==> src/rtl/shifter_defs.sv <==
// Shared definitions for the 8-bit 3-stage barrel shifter and its clients.
//   MODE_*   : shifter mode encodings (LSL, LSR, ASR, ROR)
//   shift_by : one shifter stage, a fixed-distance shift in the selected mode
package shifter_defs;

    localparam int unsigned DATA_W = 8;
    localparam int unsigned CTRL_W = 3;
    localparam int unsigned MODE_W = 2;

    localparam logic [MODE_W-1:0] MODE_LSL = 2'b00;
    localparam logic [MODE_W-1:0] MODE_LSR = 2'b01;
    localparam logic [MODE_W-1:0] MODE_ASR = 2'b10;
    localparam logic [MODE_W-1:0] MODE_ROR = 2'b11;

    // Shift d by the constant distance sh (1..7) in the given mode.
    // ASR fills from bit 7 of this stage's input.
    function automatic logic [DATA_W-1:0] shift_by(input logic [DATA_W-1:0] d,
                                                   input logic [MODE_W-1:0] mode,
                                                   input int unsigned       sh);
        logic [DATA_W-1:0] r;
        case (mode)
            MODE_LSL: r = d << sh;
            MODE_LSR: r = d >> sh;
            MODE_ASR: r = DATA_W'($signed(d) >>> sh);
            default:  r = (d >> sh) | (d << (DATA_W - sh));
        endcase
        return r;
    endfunction

endpackage

==> src/rtl/barrel_shifter_all.sv <==
// 8-bit 3-stage combinational barrel shifter, shift 0..7 per pass.
//   in   : operand
//   ctrl : shift amount (stage k shifts by 2^k when ctrl[k] is set)
//   mode : LSL / LSR / ASR / ROR
//   out  : shifted result
module barrel_shifter_all
    import shifter_defs::*;
(
    input  logic [DATA_W-1:0] in,
    input  logic [CTRL_W-1:0] ctrl,
    input  logic [MODE_W-1:0] mode,
    output logic [DATA_W-1:0] out
);

    logic [DATA_W-1:0] s0;
    logic [DATA_W-1:0] s1;

    // Stages by 1, 2, 4; bit 7 survives every ASR stage so sign fill stays correct.
    always_comb begin
        s0  = ctrl[0] ? shift_by(in, mode, 1) : in;
        s1  = ctrl[1] ? shift_by(s0, mode, 2) : s0;
        out = ctrl[2] ? shift_by(s1, mode, 4) : s1;
    end

endmodule

==> src/rtl/shift_cmd_sequencer.sv <==
// Command front-end for barrel_shifter_all: accepts shifts wider than 3 bits and
// applies them as repeated passes (at most 7 per pass) through one shifter.
//   clk, rst_n            : clock, async active-low reset
//   in_valid/in_ready     : command handshake (in_ready high only in IDLE)
//   in_data/in_amt/in_mode: operand, requested amount, shift mode
//   out_valid/out_ready   : result handshake
//   out_data/out_clamped  : result, amount-clamped-to-8 flag
//   busy                  : sequencer not in IDLE
module shift_cmd_sequencer
    import shifter_defs::*;
#(
    parameter int unsigned AMT_W = 5
) (
    input  logic              clk,
    input  logic              rst_n,
    input  logic              in_valid,
    output logic              in_ready,
    input  logic [DATA_W-1:0] in_data,
    input  logic [AMT_W-1:0]  in_amt,
    input  logic [MODE_W-1:0] in_mode,
    output logic              out_valid,
    input  logic              out_ready,
    output logic [DATA_W-1:0] out_data,
    output logic              out_clamped,
    output logic              busy
);

    localparam int unsigned REM_W = 4;  // holds 0..8

    typedef enum logic [1:0] {
        ST_IDLE  = 2'd0,
        ST_SHIFT = 2'd1,
        ST_DONE  = 2'd2
    } state_t;

    state_t            state;
    logic [DATA_W-1:0] data_r;
    logic [MODE_W-1:0] mode_r;
    logic [REM_W-1:0]  rem_r;
    logic              clamp_r;

    logic [REM_W-1:0]  eff_c;
    logic              clamp_c;
    logic [CTRL_W-1:0] step_c;
    logic [REM_W-1:0]  rem_next_c;
    logic [DATA_W-1:0] shifted_c;

    // Effective amount: rotates wrap mod 8, other modes saturate at 8.
    // Any bit above bit 2 set means in_amt >= 8; this is constant 0 when AMT_W == 3.
    always_comb begin
        eff_c   = REM_W'(in_amt[2:0]);
        clamp_c = 1'b0;
        if ((in_mode != MODE_ROR) && ((in_amt >> 3) != '0)) begin
            eff_c   = REM_W'(8);
            clamp_c = 1'b1;
        end
    end

    // Per-pass step is min(rem_r, 7).
    always_comb begin
        step_c     = (rem_r > REM_W'(7)) ? CTRL_W'(7) : rem_r[CTRL_W-1:0];
        rem_next_c = rem_r - REM_W'(step_c);
    end

    barrel_shifter_all u_shifter (
        .in   (data_r),
        .ctrl (step_c),
        .mode (mode_r),
        .out  (shifted_c)
    );

    assign in_ready = (state == ST_IDLE);

    // Sequencer FSM with registered outputs; out_data holds its value outside DONE.
    always_ff @(posedge clk or negedge rst_n) begin
        if (!rst_n) begin
            state       <= ST_IDLE;
            data_r      <= '0;
            mode_r      <= MODE_LSL;
            rem_r       <= '0;
            clamp_r     <= 1'b0;
            out_valid   <= 1'b0;
            out_data    <= '0;
            out_clamped <= 1'b0;
            busy        <= 1'b0;
        end else begin
            case (state)
                ST_IDLE: begin
                    if (in_valid) begin
                        data_r  <= in_data;
                        mode_r  <= in_mode;
                        rem_r   <= eff_c;
                        clamp_r <= clamp_c;
                        busy    <= 1'b1;
                        state   <= ST_SHIFT;
                    end
                end
                ST_SHIFT: begin
                    data_r <= shifted_c;
                    rem_r  <= rem_next_c;
                    if (rem_next_c == '0) begin
                        out_valid   <= 1'b1;
                        out_data    <= shifted_c;
                        out_clamped <= clamp_r;
                        state       <= ST_DONE;
                    end
                end
                ST_DONE: begin
                    if (out_ready) begin
                        out_valid <= 1'b0;
                        busy      <= 1'b0;
                        state     <= ST_IDLE;
                    end
                end
                default: begin
                    out_valid <= 1'b0;
                    busy      <= 1'b0;
                    state     <= ST_IDLE;
                end
            endcase
        end
    end

endmodule
==> config.mk <==
export PLATFORM = sky130hd
export DESIGN_NAME = shift_cmd_sequencer
export DESIGN_NICKNAME = d
export VERILOG_FILES = /design/src/rtl/shifter_defs.sv /design/src/rtl/barrel_shifter_all.sv /design/src/rtl/shift_cmd_sequencer.sv
export SDC_FILE = /design/constraint.sdc
export NUM_CORES = 1
export LEC_CHECK = 0
export ABC_AREA = 1
export CORE_MARGIN = 2
export CORE_UTILIZATION = 49
export CTS_BUF_LIST = sky130_fd_sc_hd__clkbuf_4 sky130_fd_sc_hd__clkbuf_8
export DETAILED_ROUTE_END_ITERATION = 8
export PLACE_DENSITY = 0.78
export SYNTH_ARGS = -nofsm -noshare
export SYNTH_HDL_FRONTEND = slang
export SYNTH_SLANG_ARGS = --single-unit
==> constraint.sdc <==
create_clock -name clk -period 1.8 [get_ports clk]
set_clock_uncertainty 0.2 [all_clocks]
set_input_delay 0.18 -clock clk [delete_from_list [all_inputs] [get_ports clk]]
set_output_delay 0.18 -clock clk [all_outputs]
set_load 0.01 [all_outputs]
# Word-level counts from Yosys, hierarchy flattened
# Cells that the tools add are included.
# W data, S select, Z words.
dict set report totals {
  output_inout_bits 12
  in_bits 19
  register_bits 28
  wordCells 58
}
dict set report classes {
  order_cmp 1
  add_sub_neg 1
  muxes 22
  bitwise 5
  eq_ne 8
  reduce_logical 12
}
# op count
set op_table {}
lappend op_table {{$pmux W8 S3} 3}
lappend op_table {{$mux W8} 4}
lappend op_table {{$pmux W8 S2} 1}
lappend op_table {{$reduce_and A3 Y1} 3}
lappend op_table {{$mux W4} 2}
lappend op_table {{$ne A2 B2 Y1 const B} 4}
lappend op_table {{$or A4 B8 Y8} 1}
lappend op_table {{$or A6 B8 Y8} 1}
lappend op_table {{$or A7 B8 Y8} 1}
lappend op_table {{$pmux W4 S2} 1}
lappend op_table {{$mux W2} 3}
lappend op_table {{$pmux W1 S3} 2}
lappend op_table {{$pmux W2 S3} 1}
lappend op_table {{$reduce_and A2 Y1} 3}
lappend op_table {{$reduce_bool A5 Y1} 1}
lappend op_table {{$eq A2 B1 Y1 const B} 2}
lappend op_table {{$eq A2 B2 Y1 const B} 2}
lappend op_table {{$gt A4 B3 Y1 const B} 1}
lappend op_table {{$logic_not A2 Y1} 2}
lappend op_table {{$logic_not A4 Y1} 1}
lappend op_table {{$mux W1} 4}
lappend op_table {{$sub A4 B3 Y4} 1}
lappend op_table {{$mux W3} 1}
lappend op_table {{$not A1 Y1} 2}
lappend op_table {{2 further kinds} 2}

# Logic depth before layout (Yosys ltp)
# Gate-level depths: netlist of run 1.
dict set report logic_depth {
  ltp_word 10
  depth_mapped 13
  mapped_depth_nobuf 13
}

# Modules after synthesis
# A second synthesis of run 1 with hierarchy kept.
dict set report unflattened {
  hier_cells 283
  hier_area_um2 1915.6
}
# mod seq_area_each_um2 area_per_inst_um2 n_inst cells_each
set by_module_without_submodules {}
lappend by_module_without_submodules {shift_cmd_sequencer 700.7 1310.0 1 158}
lappend by_module_without_submodules {barrel_shifter_all 0.0 605.6 1 125}

# Worst setup path before layout of run 1
# OpenSTA, ideal clock, no wires.
dict set report synth_path {
  path_type {reg2reg}
  start {register rem_r[3]}
  end {register out_data[5]}
  synth_period_minus_slack_ns 1.780
  n_path_buf 1
  stages_incl_launch_ff 13
  t_required_ns 1.473
  t_arrival_ns 1.453
  slack_ns 0.020
  setup_ns 0.127
  cell_sequence {dfrtp_1 > inv_2 > nor2_1 > inv_1 > ha_1 > nand2_1 > nor2_2 > inv_2 > nor2_4 > inv_2 > buf_6 > nand2_1 > o21ai_0}
}
dict set report synth_between {
  elab_chain_cells 9
  word_cells_on_any_way 12
  classes_between {add/sub: 1; order compare: 1; mux: 6; bitwise: 2; reduce/logical: 2}
}
# item line
set synth_lines {}
lappend synth_lines {{start, declared} shift_cmd_sequencer.sv:39} ;# logic [REM_W-1:0] rem_r;
lappend synth_lines {{start signal, assigned} shift_cmd_sequencer.sv:100} ;# rem_r <= rem_next_c;
lappend synth_lines {{$gt A4 B3 Y1} shift_cmd_sequencer.sv:61} ;# step_c = (rem_r > REM_W'(7)) ? CTRL_W'(7) : rem_r[CTRL_W-1:0];
lappend synth_lines {{$mux W3} shift_cmd_sequencer.sv:61}
lappend synth_lines {{$mux W8} barrel_shifter_all.sv:20} ;# s0 = ctrl[0] ? shift_by(in, mode, 1) : in;
lappend synth_lines {{$or A6 B8 Y8} shifter_defs.sv:25} ;# default: r = (d >> sh) | (d << (DATA_W - sh));
lappend synth_lines {{$pmux W8 S3} shifter_defs.sv:21} ;# case (mode)
lappend synth_lines {{$mux W8} barrel_shifter_all.sv:21} ;# s1 = ctrl[1] ? shift_by(s0, mode, 2) : s0;
lappend synth_lines {{$or A4 B8 Y8} shifter_defs.sv:25}
lappend synth_lines {{$pmux W8 S3} shifter_defs.sv:21}
lappend synth_lines {{$mux W8} barrel_shifter_all.sv:22} ;# out = ctrl[2] ? shift_by(s1, mode, 4) : s1;
lappend synth_lines {{end signal, assigned} shift_cmd_sequencer.sv:103} ;# out_data <= shifted_c;
lappend synth_lines {{end, declared} shift_cmd_sequencer.sv:23} ;# output logic [DATA_W-1:0] out_data,
# Parallel ways exist; a longest one is shown, timed or not.
# A chain may end at the register's enable or synchronous reset.

# Worst setup path after layout of run 1
dict set report layout_path {
  start {register mode_r[1]}
  end {register out_data[0]}
}
dict set report layout_between {
  elab_chain_cells 9
  word_cells_on_any_way 11
  classes_between {eq/ne: 2; mux: 6; bitwise: 2; reduce/logical: 1}
}
# item line
set layout_lines {}
lappend layout_lines {{start, declared} shift_cmd_sequencer.sv:38} ;# logic [MODE_W-1:0] mode_r;
lappend layout_lines {{start signal, assigned} shift_cmd_sequencer.sv:91} ;# mode_r <= in_mode;
lappend layout_lines {{$eq A2 B2 Y1 (tied with other cells)} shifter_defs.sv:21}
lappend layout_lines {{$pmux W8 S3} shifter_defs.sv:21}
lappend layout_lines {{$mux W8} barrel_shifter_all.sv:20}
lappend layout_lines {{$or A6 B8 Y8} shifter_defs.sv:25}
lappend layout_lines {{$pmux W8 S3} shifter_defs.sv:21}
lappend layout_lines {{$mux W8} barrel_shifter_all.sv:21}
lappend layout_lines {{$or A4 B8 Y8} shifter_defs.sv:25}
lappend layout_lines {{$pmux W8 S3} shifter_defs.sv:21}
lappend layout_lines {{$mux W8 *} barrel_shifter_all.sv:22}
# Every way passes the cells marked *; elsewhere a longest branch is shown, timed or not.

==> flow_summary.html, run 1 <==
<table>
<tr><th>Metric</th><th>Value</th></tr>
<tr><th colspan="2">Pwr</th></tr>
<tr><td>Reported leakage power</td><td>roughly 1.3 nW</td></tr>
<tr><td>Areal power density over the cells</td><td>roughly 2300 mW/mm^2</td></tr>
<tr><td>Maximum vdd ir drop</td><td>1290 uV</td></tr>
<tr><th colspan="2">Placed design</th></tr>
<tr><td>HPWL after detailed placement</td><td>roughly 3900 um</td></tr>
<tr><td>Routability congestion estimate</td><td>just under 1</td></tr>
<tr><td>Post-Place Worst Slack</td><td>-0.0487 ns</td></tr>
<tr><td>Placed Cells incl. Taps</td><td>around 370</td></tr>
<tr><td>Number of buffer cells added on primary ports</td><td>30</td></tr>
<tr><th colspan="2">Synthesis</th></tr>
<tr><td>Post-synthesis simple-gate area fraction</td><td>0.411</td></tr>
<tr><td>Ranking of synthesized cells by area</td><td>sky130_fd_sc_hd__dfrtp_1 (39%), sky130_fd_sc_hd__nand2_1 (20%), sky130_fd_sc_hd__nand3_1 (10%)</td></tr>
<tr><td>Number of storage elements in the synthesis netlist</td><td>28</td></tr>
<tr><td>Area fraction in compound gates after synthesis</td><td>0.108</td></tr>
<tr><td>Net count after synthesis</td><td>~290</td></tr>
<tr><td>Post-synthesis cell type with the largest combined area</td><td>sky130_fd_sc_hd__dfrtp_1</td></tr>
<tr><td>Xor/xnor cell area share of the yosys netlist</td><td>0.00481</td></tr>
<tr><td>Post-synthesis cell count</td><td>266</td></tr>
<tr><td>Register area share after synthesis</td><td>0.385</td></tr>
<tr><td>Adder-cell share of the synthesized area</td><td>0.00688</td></tr>
<tr><td>Mapped cell area</td><td>~0.0018 mm^2</td></tr>
<tr><td>Total of warnings raised by yosys</td><td>0</td></tr>
<tr><td>Unique masters post-synth</td><td>27</td></tr>
<tr><td>Multiplexer share of the synthesized area</td><td>0</td></tr>
<tr><td>Portion of synthesized cell area occupied by the leading cell type</td><td>0.385</td></tr>
<tr><td>Synthesized area per cell</td><td>between 6 and 7 um^2</td></tr>
<tr><td>Dominant combinational cell family by area after synthesis</td><td>simple AND/OR/NAND/NOR gates</td></tr>
<tr><th colspan="2">Detailed routing</th></tr>
<tr><td>Post-detailed-route count of antenna-violating nets</td><td>0</td></tr>
<tr><td>Number of iterations in the first detailed-routing pass</td><td>4</td></tr>
<tr><td>DR vias</td><td>about 2k</td></tr>
<tr><td>DRC marker count from the first detailed-route iteration</td><td>145</td></tr>
<tr><td>Total wirelength of the detailed-routed design</td><td>5450 um</td></tr>
<tr><td># DRC</td><td>0</td></tr>
<tr><td>Via-to-Cell Ratio</td><td>about 5.3</td></tr>
<tr><td>Detail-routed net length per standard cell</td><td>between 10 and 15 um</td></tr>
<tr><th colspan="2">Critical path</th></tr>
<tr><td>Worst R2R Setup Slack</td><td>-0.02 ns</td></tr>
<tr><td>Launching element of the worst setup path</td><td>mode_r[1]</td></tr>
<tr><td>Slowest-stage cell, CP</td><td>sky130_fd_sc_hd__dfrtp_2</td></tr>
<tr><td>Count of cells along the worst register-to-register path</td><td>10</td></tr>
<tr><td>Kind of cell adding the most delay to the critical path</td><td>simple AND/OR/NAND/NOR gates</td></tr>
<tr><td>Largest fanout on the critical path</td><td>6</td></tr>
<tr><td>Worst reg2reg path endpoint</td><td>out_data[0]</td></tr>
<tr><td>Startpoint Class</td><td>flop</td></tr>
<tr><td>Worst setup path category</td><td>flop to flop</td></tr>
<tr><td>Crit path DAT</td><td>approximately 1.8 ns</td></tr>
<tr><td>Buffers &amp; Inverters on Critical Path</td><td>1</td></tr>
<tr><td>Endpoint class of the critical path</td><td>flop</td></tr>
<tr><td>Critical-path cell list</td><td>nor2_4 -&gt; buf_6 -&gt; nand2_2 -&gt; o211ai_1 -&gt; nand2_1 -&gt; nand2_1 -&gt; nand3_2 -&gt; o21ai_2 -&gt; nand2_2 -&gt; o21ai_2</td></tr>
<tr><td>Termination of the worst setup path</td><td>out_data[0]</td></tr>
<tr><td>Launching point of the worst reg2reg path</td><td>mode_r[1]</td></tr>
<tr><td>Maximum cell stage delay along the critical path</td><td>around 0.46 ns</td></tr>
<tr><td>CP required</td><td>roughly 1.8 ns</td></tr>
<tr><td>Instance count on the critical path</td><td>10</td></tr>
<tr><th colspan="2">Timing</th></tr>
<tr><td>Period utilisation layout</td><td>1.01</td></tr>
<tr><td>Number of setup violations in the final report</td><td>7</td></tr>
<tr><td>Final Hold Violating Endpoints</td><td>0</td></tr>
<tr><td>Slew at the pin closest to its max-slew limit</td><td>a little under 0.6 ns</td></tr>
<tr><td>Slew headroom</td><td>0.605</td></tr>
<tr><td>Achievable clock frequency</td><td>550 MHz</td></tr>
<tr><td>Worst-case setup margin in the final layout</td><td>-0.0192 ns</td></tr>
<tr><td>Period minus WS final</td><td>around 1.8 ns</td></tr>
<tr><td>Unrepaired setup endpoints after global routing</td><td>yes</td></tr>
<tr><td>Worst Hold Margin</td><td>about 0.073 ns</td></tr>
<tr><td>Final slew viol count</td><td>0</td></tr>
<tr><th colspan="2">Floorplan</th></tr>
<tr><td>Starting utilization of the core area</td><td>0.505</td></tr>
<tr><td>Die footprint</td><td>0.00422 mm^2</td></tr>
<tr><td>Width of the die</td><td>between 60 and 70 um</td></tr>
<tr><td>Top Ports</td><td>31</td></tr>
<tr><td>Die Ht</td><td>about 65 um</td></tr>
<tr><td>CORE AREA</td><td>around 0.0036 mm^2</td></tr>
<tr><td>Row count</td><td>22</td></tr>
<tr><th colspan="2">Clock network</th></tr>
<tr><td>Buffer levels on the longest clock path</td><td>2</td></tr>
<tr><td>Number of clock sinks seen by CTS</td><td>28</td></tr>
<tr><td>Clock tree root buffer cell</td><td>sky130_fd_sc_hd__clkbuf_8</td></tr>
<tr><td># hold bufs at CTS</td><td>0</td></tr>
<tr><td>TritonCTS clock tree</td><td>yes</td></tr>
<tr><td>Clock transition at the registers of the reported paths</td><td>roughly 0.1 ns</td></tr>
<tr><td>H-Tree Level Count</td><td>1</td></tr>
<tr><td>Clock latency reported for the late side of the worst-skew pair</td><td>0.28 ns</td></tr>
<tr><td>Number of clock buffers inserted by TritonCTS</td><td>3</td></tr>
<tr><th colspan="2">Global route</th></tr>
<tr><td>Maximum number of pins on one net before global-route repair</td><td>29</td></tr>
<tr><td>Number of global-route vias before repair</td><td>about 1.8k</td></tr>
<tr><td>Global-route wire length before repair</td><td>8600 um</td></tr>
<tr><td>Aggregate global routing overflow</td><td>0</td></tr>
<tr><td>Initial antenna violation count</td><td>0</td></tr>
<tr><td>Global-route usage over all layers</td><td>0.262</td></tr>
<tr><th colspan="2">Job</th></tr>
<tr><td>Max-cap violation count</td><td>0</td></tr>
<tr><th colspan="2">Cells and area</th></tr>
<tr><td>Share of layout cells above drive strength 1</td><td>0.255</td></tr>
<tr><td>Antenna fix cells</td><td>0</td></tr>
<tr><td>Count of placed standard cells in the final layout, fillers left out</td><td>around 370</td></tr>
<tr><td>Final net count</td><td>about 350</td></tr>
<tr><td>Count of fill cells added during filler insertion</td><td>between 300 and 400</td></tr>
<tr><td>Area growth, synth to finish</td><td>41.5%</td></tr>
<tr><th colspan="2">Run status</th></tr>
<tr><td>Status</td><td>complete, but fails checks</td></tr>
<tr><td>Violations in the final reports</td><td>negative setup slack</td></tr>
<tr><th colspan="2">Worst hold path</th></tr>
<tr><td>Type of the worst min-delay path</td><td>input pin to async pin</td></tr>
</table>
-- worst register-to-register path: cells and delay by family, from the launching register on --
family | cells | cell delay, ns
and+or+nand+nor | 6 | 0.56
AOI/OAI and AO/OA | 3 | 0.39
buffers and inverters | 1 | 0.15
DFF | 1 | 0.46
-- repair_timing --
action,CTS,global route
buffers inserted,0,3
endpoints found under the setup margin,17,20
resized for setup,11,31
pin swaps,3,5
gates cloned,1,0
-- cell families (layout without fill, tap and decap cells) --
family,after synthesis,after routing
flip-flops,28,28
buffers and inverters,36,95
AND/OR/NAND/NOR,165,165
XOR/XNOR,1,1
AO/OA/AOI/OAI,35,35
adder cells (fa/ha/maj),1,1
-- power by group --
group          switching [W]  internal (W)  total, W
logic                0.00240       0.00172   0.00412
registers           0.000266      0.000937   0.00120
clock network       0.000213      0.000298  0.000510
-- flip-flops by register name, indices dropped and copies added (netlist names) --
name         cells
busy             1
clamp_r          1
data_r           8
mode_r           2
out_clamped      1
out_data         8
out_valid        1
rem_r            4
state            2
-- layout by cell type (no fill, tap or decap) --
master,synthesis,layout
sky130_fd_sc_hd__xnor2_1,1,1
sky130_fd_sc_hd__nand2_1,97,92
sky130_fd_sc_hd__nor4_2,1,1
sky130_fd_sc_hd__nand2_2,5,9
sky130_fd_sc_hd__a21oi_1,3,1
sky130_fd_sc_hd__dlymetal6s2s_1,0,1
sky130_fd_sc_hd__buf_6,2,3
sky130_fd_sc_hd__dfrtp_2,0,2
sky130_fd_sc_hd__a21oi_2,0,2
sky130_fd_sc_hd__clkbuf_8,0,3
sky130_fd_sc_hd__inv_4,0,3
sky130_fd_sc_hd__bufinv_16,0,1
sky130_fd_sc_hd__dfrtp_1,28,26
sky130_fd_sc_hd__clkdlybuf4s50_1,0,29
sky130_fd_sc_hd__o211ai_1,4,4
sky130_fd_sc_hd__nor2_2,2,3
sky130_fd_sc_hd__ha_4,0,1
sky130_fd_sc_hd__nand3_1,37,29
sky130_fd_sc_hd__inv_2,4,3
sky130_fd_sc_hd__a21boi_1,1,1
sky130_fd_sc_hd__nand2_4,0,1
sky130_fd_sc_hd__o21a_1,1,1
sky130_fd_sc_hd__nand3_2,4,12
sky130_fd_sc_hd__inv_1,26,24
sky130_fd_sc_hd__o21ai_0,14,11
sky130_fd_sc_hd__a31oi_1,1,1
sky130_fd_sc_hd__buf_4,0,28
sky130_fd_sc_hd__o22ai_1,2,2
sky130_fd_sc_hd__nor2_1,14,12
sky130_fd_sc_hd__nor2_4,3,4
sky130_fd_sc_hd__o21ai_2,0,5
sky130_fd_sc_hd__o21ai_1,8,6
sky130_fd_sc_hd__a22oi_1,1,1
sky130_fd_sc_hd__or2_4,1,2
-- worst min path at each step --
stage                  end  slack, ns  depth (start not counted)
2_1_floorplan         busy      -0.32                          0
3_5_place_dp   out_data[2]       0.27                          2
6_report         data_r[5]       0.07                          2
4_1_cts          data_r[5]       0.09                          2
3_3_place_gp   out_data[3]       0.27                          2
5_1_grt               busy       0.13                          2
-- cells in the mapped netlist --
cell type / instances
sky130_fd_sc_hd__buf_6: 2
sky130_fd_sc_hd__o211ai_1: 4
sky130_fd_sc_hd__dfrtp_1: 28
sky130_fd_sc_hd__xnor2_1: 1
sky130_fd_sc_hd__nor2_4: 3
sky130_fd_sc_hd__nand3_1: 37
sky130_fd_sc_hd__a22oi_1: 1
sky130_fd_sc_hd__nor2_2: 2
sky130_fd_sc_hd__nand2_2: 5
sky130_fd_sc_hd__ha_1: 1
sky130_fd_sc_hd__nand2_1: 97
sky130_fd_sc_hd__inv_1: 26
sky130_fd_sc_hd__nor4_2: 1
sky130_fd_sc_hd__a31oi_1: 1
sky130_fd_sc_hd__nor2_1: 14
sky130_fd_sc_hd__o21ai_0: 14
sky130_fd_sc_hd__o21a_1: 1
sky130_fd_sc_hd__or2_2: 1
sky130_fd_sc_hd__clkbuf_1: 1
sky130_fd_sc_hd__o21ai_1: 8
sky130_fd_sc_hd__a21oi_1: 3
sky130_fd_sc_hd__nand3_2: 4
sky130_fd_sc_hd__inv_2: 4
sky130_fd_sc_hd__buf_2: 3
sky130_fd_sc_hd__o22ai_1: 2
sky130_fd_sc_hd__or2_4: 1
sky130_fd_sc_hd__a21boi_1: 1
-- per-stage QoR --
stage / area [um^2] / utilization / TNS (ns) / power [W]
2_1_floorplan: 1820 / - / 0 / 0.00343
3_3_place_gp: 2340 / 0.649 / -0.0539 / 0.00470
3_5_place_dp: 2340 / 0.649 / -0.123 / 0.00474
4_1_cts: 2440 / 0.678 / -0.00702 / 0.00537
5_1_grt: 2570 / 0.714 / -1.35 / 0.00629
6_report: 2570 / 0.714 / -0.0498 / 0.00584
-- layout make-up --
type	count	area, um^2	share of cell area
clock buffers	3	41.3	0.0160
clock inverters	1	30.0	0.0117
inverters	30	120	0.0466
multi-input cells	202	1070	0.417
flip-flops and latches	28	703	0.273
well taps	48	60.1	0.0233
repair buffers	61	547	0.212
-- routing by layer --
metal  GRT usage  up-vias  share of wire
met1       0.379      924           0.45
met4      0.0505        0          0.015
met3      0.0260        8          0.041
li1            -      975              -
met2       0.430       55           0.49
met5           0        -              0
(Power assumes the default switching activity.)
==> inputs of run 2 (changes only) <==
--- a/config.mk
+++ b/config.mk
@@ -7,10 +7,12 @@
 export LEC_CHECK = 0
 export ABC_AREA = 1
 export CORE_MARGIN = 2
-export CORE_UTILIZATION = 49
+export CORE_UTILIZATION = 50
 export CTS_BUF_LIST = sky130_fd_sc_hd__clkbuf_4 sky130_fd_sc_hd__clkbuf_8
+export CTS_CLUSTER_SIZE = 24
 export DETAILED_ROUTE_END_ITERATION = 8
 export PLACE_DENSITY = 0.78
 export SYNTH_ARGS = -nofsm -noshare
 export SYNTH_HDL_FRONTEND = slang
+export SYNTH_HIERARCHICAL = 1
 export SYNTH_SLANG_ARGS = --single-unit
==> flow_summary.html, run 2 <==
<table>
<tr><th>Metric</th><th>Value</th></tr>
<tr><th colspan="2">Placed design</th></tr>
<tr><td>HPWL after detailed placement</td><td>3840 um</td></tr>
<tr><td>Routability congestion estimate</td><td>about 0.95</td></tr>
<tr><td>Placed instance area</td><td>0.00248 mm^2</td></tr>
<tr><td>Number of buffer cells added on primary ports</td><td>30</td></tr>
<tr><th colspan="2">Cells and area</th></tr>
<tr><td>Commonest cells after routing, fill and taps aside</td><td>sky130_fd_sc_hd__nand2_1 (98), sky130_fd_sc_hd__clkdlybuf4s50_1 (29), sky130_fd_sc_hd__dfrtp_1 (27)</td></tr>
<tr><td>Design Area, Final</td><td>~0.0028 mm^2</td></tr>
<tr><td>Share of layout cells above drive strength 1</td><td>0.355</td></tr>
<tr><td>Final net count</td><td>367</td></tr>
<tr><td>Regs by FF count</td><td>data_r (8), out_data (8), rem_r (4)</td></tr>
<tr><td>Most common library cell in the layout ignoring fill and taps</td><td>sky130_fd_sc_hd__nand2_1</td></tr>
<tr><td>Antenna fix cells</td><td>0</td></tr>
<tr><td>Area growth, synth to finish</td><td>48.7%</td></tr>
<tr><th colspan="2">Floorplan</th></tr>
<tr><td>CORE AREA</td><td>between 0.003 and 0.004 mm^2</td></tr>
<tr><td>Starting utilization of the core area</td><td>0.523</td></tr>
<tr><td>Top Ports</td><td>31</td></tr>
<tr><td>Row count</td><td>22</td></tr>
<tr><td>Die Ht</td><td>about 66 um</td></tr>
<tr><td>Die footprint</td><td>0.00434 mm^2</td></tr>
<tr><td>Width of the die</td><td>65.9 um</td></tr>
<tr><th colspan="2">Pwr</th></tr>
<tr><td>Reported leakage power</td><td>about 1.4 nW</td></tr>
<tr><td>Clock power frac</td><td>0.074</td></tr>
<tr><td>Internal power component</td><td>between 0.003 and 0.004 W</td></tr>
<tr><td>Part of the total power dissipated in sequential elements</td><td>0.178</td></tr>
<tr><td>Areal power density over the cells</td><td>between 2000 and 2500 mW/mm^2</td></tr>
<tr><td>Net switching power</td><td>0.00337 W</td></tr>
<tr><td>Switching share of power</td><td>0.501</td></tr>
<tr><td>Combinational Power Share</td><td>0.748</td></tr>
<tr><td>Maximum vdd ir drop</td><td>roughly 1100 uV</td></tr>
<tr><th colspan="2">Synthesis</th></tr>
<tr><td>Post-synthesis cell type with the largest combined area</td><td>sky130_fd_sc_hd__dfrtp_1</td></tr>
<tr><td>Most instantiated cells after synthesis</td><td>sky130_fd_sc_hd__nand2_1 (115), sky130_fd_sc_hd__dfrtp_1 (28), sky130_fd_sc_hd__inv_1 (27), sky130_fd_sc_hd__nand3_1 (27), sky130_fd_sc_hd__nor2_1 (14)</td></tr>
<tr><td>Net count after synthesis</td><td>a little over 300</td></tr>
<tr><td>Synthesized area per cell</td><td>6.77 um^2</td></tr>
<tr><td>Number of flops mapped to enable cells by yosys</td><td>0</td></tr>
<tr><td>Ranking of synthesized cells by area</td><td>sky130_fd_sc_hd__dfrtp_1 (37%), sky130_fd_sc_hd__nand2_1 (23%), sky130_fd_sc_hd__nand3_1 (7.1%)</td></tr>
<tr><td>Share of flip-flops with an asynchronous set or reset</td><td>1.00</td></tr>
<tr><td>Number of storage elements in the synthesis netlist</td><td>28</td></tr>
<tr><td>Mapped cell area</td><td>approximately 0.0019 mm^2</td></tr>
<tr><td>Top_reg_cell synth</td><td>sky130_fd_sc_hd__dfrtp_1</td></tr>
<tr><td>Portion of synthesized cell area occupied by the leading cell type</td><td>0.366</td></tr>
<tr><td>Register area share after synthesis</td><td>0.366</td></tr>
<tr><td>Post-synthesis cell count</td><td>around 280</td></tr>
<tr><td>Unique masters post-synth</td><td>30</td></tr>
<tr><td>Cell with the most instances after synthesis</td><td>sky130_fd_sc_hd__nand2_1</td></tr>
<tr><td>Total of warnings raised by yosys</td><td>6</td></tr>
<tr><th colspan="2">Critical path</th></tr>
<tr><td>Crit path DAT</td><td>2.03 ns</td></tr>
<tr><td>Endpoint class of the critical path</td><td>flop</td></tr>
<tr><td>Startpoint Class</td><td>flop</td></tr>
<tr><td>CP required</td><td>~1.8 ns</td></tr>
<tr><td>Worst setup path category</td><td>flop to flop</td></tr>
<tr><td>Largest fanout on the critical path</td><td>4</td></tr>
<tr><th colspan="2">Timing</th></tr>
<tr><td>Slew at the pin closest to its max-slew limit</td><td>around 0.37 ns</td></tr>
<tr><td>Slew headroom</td><td>0.753</td></tr>
<tr><td>Number of setup violations in the final report</td><td>16</td></tr>
<tr><td>Final Hold Violating Endpoints</td><td>0</td></tr>
<tr><td>Sum Neg Setup Slack</td><td>-1.63 ns</td></tr>
<tr><td>Worst-case setup margin in the final layout</td><td>-0.215 ns</td></tr>
<tr><td>Achievable clock frequency</td><td>between 400 and 500 MHz</td></tr>
<tr><td>Unrepaired setup endpoints after global routing</td><td>yes</td></tr>
<tr><td>Final slew viol count</td><td>0</td></tr>
<tr><td>Period minus WS final</td><td>2.02 ns</td></tr>
<tr><td>Period utilisation layout</td><td>1.12</td></tr>
<tr><th colspan="2">Detailed routing</th></tr>
<tr><td>Via-to-Cell Ratio</td><td>5.54</td></tr>
<tr><td>Post-detailed-route count of antenna-violating nets</td><td>0</td></tr>
<tr><td># DRC</td><td>0</td></tr>
<tr><td>DR vias</td><td>between 2k and 2.5k</td></tr>
<tr><td>DRC marker count from the first detailed-route iteration</td><td>roughly 260</td></tr>
<tr><td>Total wirelength of the detailed-routed design</td><td>a little under 6000 um</td></tr>
<tr><td>Detail-routed net length per standard cell</td><td>between 10 and 15 um</td></tr>
<tr><td>Number of iterations in the first detailed-routing pass</td><td>4</td></tr>
<tr><th colspan="2">Global route</th></tr>
<tr><td>Number of global-route vias before repair</td><td>approximately 2.0k</td></tr>
<tr><td>Global-route usage over all layers</td><td>0.264</td></tr>
<tr><td>Initial antenna violation count</td><td>0</td></tr>
<tr><td>Maximum number of pins on one net before global-route repair</td><td>29</td></tr>
<tr><td>Aggregate global routing overflow</td><td>0</td></tr>
<tr><td>Global-route wire length before repair</td><td>8870 um</td></tr>
<tr><th colspan="2">Clock network</th></tr>
<tr><td>Clock transition at the registers of the reported paths</td><td>about 0.09 ns</td></tr>
<tr><td>Number of clock sinks seen by CTS</td><td>28</td></tr>
<tr><td>Clock latency reported for the late side of the worst-skew pair</td><td>0.28 ns</td></tr>
<tr><td># hold bufs at CTS</td><td>0</td></tr>
<tr><td>Buffer levels on the longest clock path</td><td>2</td></tr>
<tr><td>Number of clock buffers inserted by TritonCTS</td><td>3</td></tr>
<tr><td>H-Tree Level Count</td><td>1</td></tr>
<tr><td>Clock tree root buffer cell</td><td>sky130_fd_sc_hd__clkbuf_8</td></tr>
<tr><td>TritonCTS clock tree</td><td>yes</td></tr>
<tr><th colspan="2">Run status</th></tr>
<tr><td>Violations in the final reports</td><td>negative setup slack</td></tr>
<tr><td>Status</td><td>complete, but fails checks</td></tr>
<tr><th colspan="2">Worst hold path</th></tr>
<tr><td>Type of the worst min-delay path</td><td>input pin to async pin</td></tr>
<tr><th colspan="2">Job</th></tr>
<tr><td>Max-cap violation count</td><td>0</td></tr>
</table>
-- run 2: cell count changes in the layout (fill, tap and decap cells not counted), moves of 6 or more --
cell	before	now
sky130_fd_sc_hd__inv_1	24	17
sky130_fd_sc_hd__inv_2	3	14
sky130_fd_sc_hd__o21ai_0	11	3
sky130_fd_sc_hd__o21ai_2	5	13
sky130_fd_sc_hd__nand2_2	9	18
sky130_fd_sc_hd__nand3_1	29	17
sky130_fd_sc_hd__nand2_1	92	98
-- run 2: area by class of cell --
| cell class | instances | area (um^2) |
|---|---|---|
| Multi-Input combinational cell | 215 | 1260 |
| Fill cell | 245 | 812 |
| Sequential cell | 28 | 702 |
| Timing Repair Buffer | 65 | 622 |
| Inverter | 34 | 138 |
| Tap cell | 48 | 60.1 |
| Clock buffer | 3 | 41.3 |
| Clock inverter | 1 | 30.0 |
-- run 2: stage by stage --
step                      power (W)  std cells  worst slack, ns  hold WS [ns]  utilization
after detailed placement    0.00502        384           -0.189         0.259        0.678
after floorplan             0.00370        283          -0.0427        -0.316            -
after global routing        0.00718        394           -0.397        0.0954        0.778
after global placement      0.00502        384           -0.169         0.255        0.678
after CTS                   0.00599        392           -0.110        0.0806        0.735
final                       0.00672        394           -0.215        0.0680        0.778
-- run 2: critical path, stage by stage (launching register included) --
cell and delay, ns:
sky130_fd_sc_hd__dfrtp_2 0.47, sky130_fd_sc_hd__inv_2 0.15, sky130_fd_sc_hd__a21oi_1 0.10, sky130_fd_sc_hd__o21ai_0 0.20, sky130_fd_sc_hd__nand2_1 0.15, sky130_fd_sc_hd__nand2_1 0.14
sky130_fd_sc_hd__nand3_2 0.09, sky130_fd_sc_hd__o21ai_1 0.13, sky130_fd_sc_hd__inv_1 0.10, sky130_fd_sc_hd__o21ai_1 0.14, sky130_fd_sc_hd__nand2_1 0.06, sky130_fd_sc_hd__nand2_1 0.06
-- run 2: kinds of logic after synthesis --
kind of cell	synth area share
buf+inv	0.0993
compound gates	0.123
flops	0.366
simple gates	0.405
fa+ha+maj	0.00653
-- run 2: power groups by stage --
stage / clock network (W) / logic (W) / registers (W)
detailed placement: 0 / 0.00384 / 0.00118
floorplan: 0 / 0.00252 / 0.00118
global placement: 0 / 0.00384 / 0.00118
global route: 0.000526 / 0.00542 / 0.00123
finish: 0.000497 / 0.00503 / 0.00120
CTS: 0.000502 / 0.00430 / 0.00119
-- run 2: repair_timing --
item	in CTS	in global routing
gates cloned	1	1
buffers inserted	3	1
setup endpoints to repair	13	19
resized for setup	38	35
pin swaps	21	24
-- run 2: final timing paths --
check | startpoint | endpoint | slack, ns | cells after the start
hold / removal | rst_n | mode_r[1] | 0.07 | 2
max in group asynchronous | rst_n | mode_r[0] | 1.06 | 2
setup / recovery | mode_r[0] | data_r[1] | -0.22 | 11
hold reg to reg | out_valid | out_valid | 0.28 | 2
min in group clk | in_amt[0] | rem_r[0] | 0.26 | 3
setup reg to reg | mode_r[0] | data_r[1] | -0.22 | 11
-- run 2: routing by layer --
| layer | part of all wire | vias up | global-route usage |
|---|---|---|---|
| li1 | - | 1032 | - |
| met1 | 0.40 | 1003 | 0.313 |
| met2 | 0.49 | 114 | 0.472 |
| met3 | 0.065 | 33 | 0.0409 |
| met4 | 0.045 | 0 | 0.104 |
| met5 | 0 | - | 0 |
==> inputs of run 3 (changes only) <==
--- a/config.mk
+++ b/config.mk
@@ -9,7 +9,7 @@
 export CORE_MARGIN = 2
 export CORE_UTILIZATION = 50
 export CTS_BUF_LIST = sky130_fd_sc_hd__clkbuf_4 sky130_fd_sc_hd__clkbuf_8
-export CTS_CLUSTER_SIZE = 24
+export CTS_CLUSTER_SIZE = 25
 export DETAILED_ROUTE_END_ITERATION = 8
 export PLACE_DENSITY = 0.78
 export SYNTH_ARGS = -nofsm -noshare
==> results of run 3 <==
The final DEF is identical to that of run 2; final timing and power are the same.
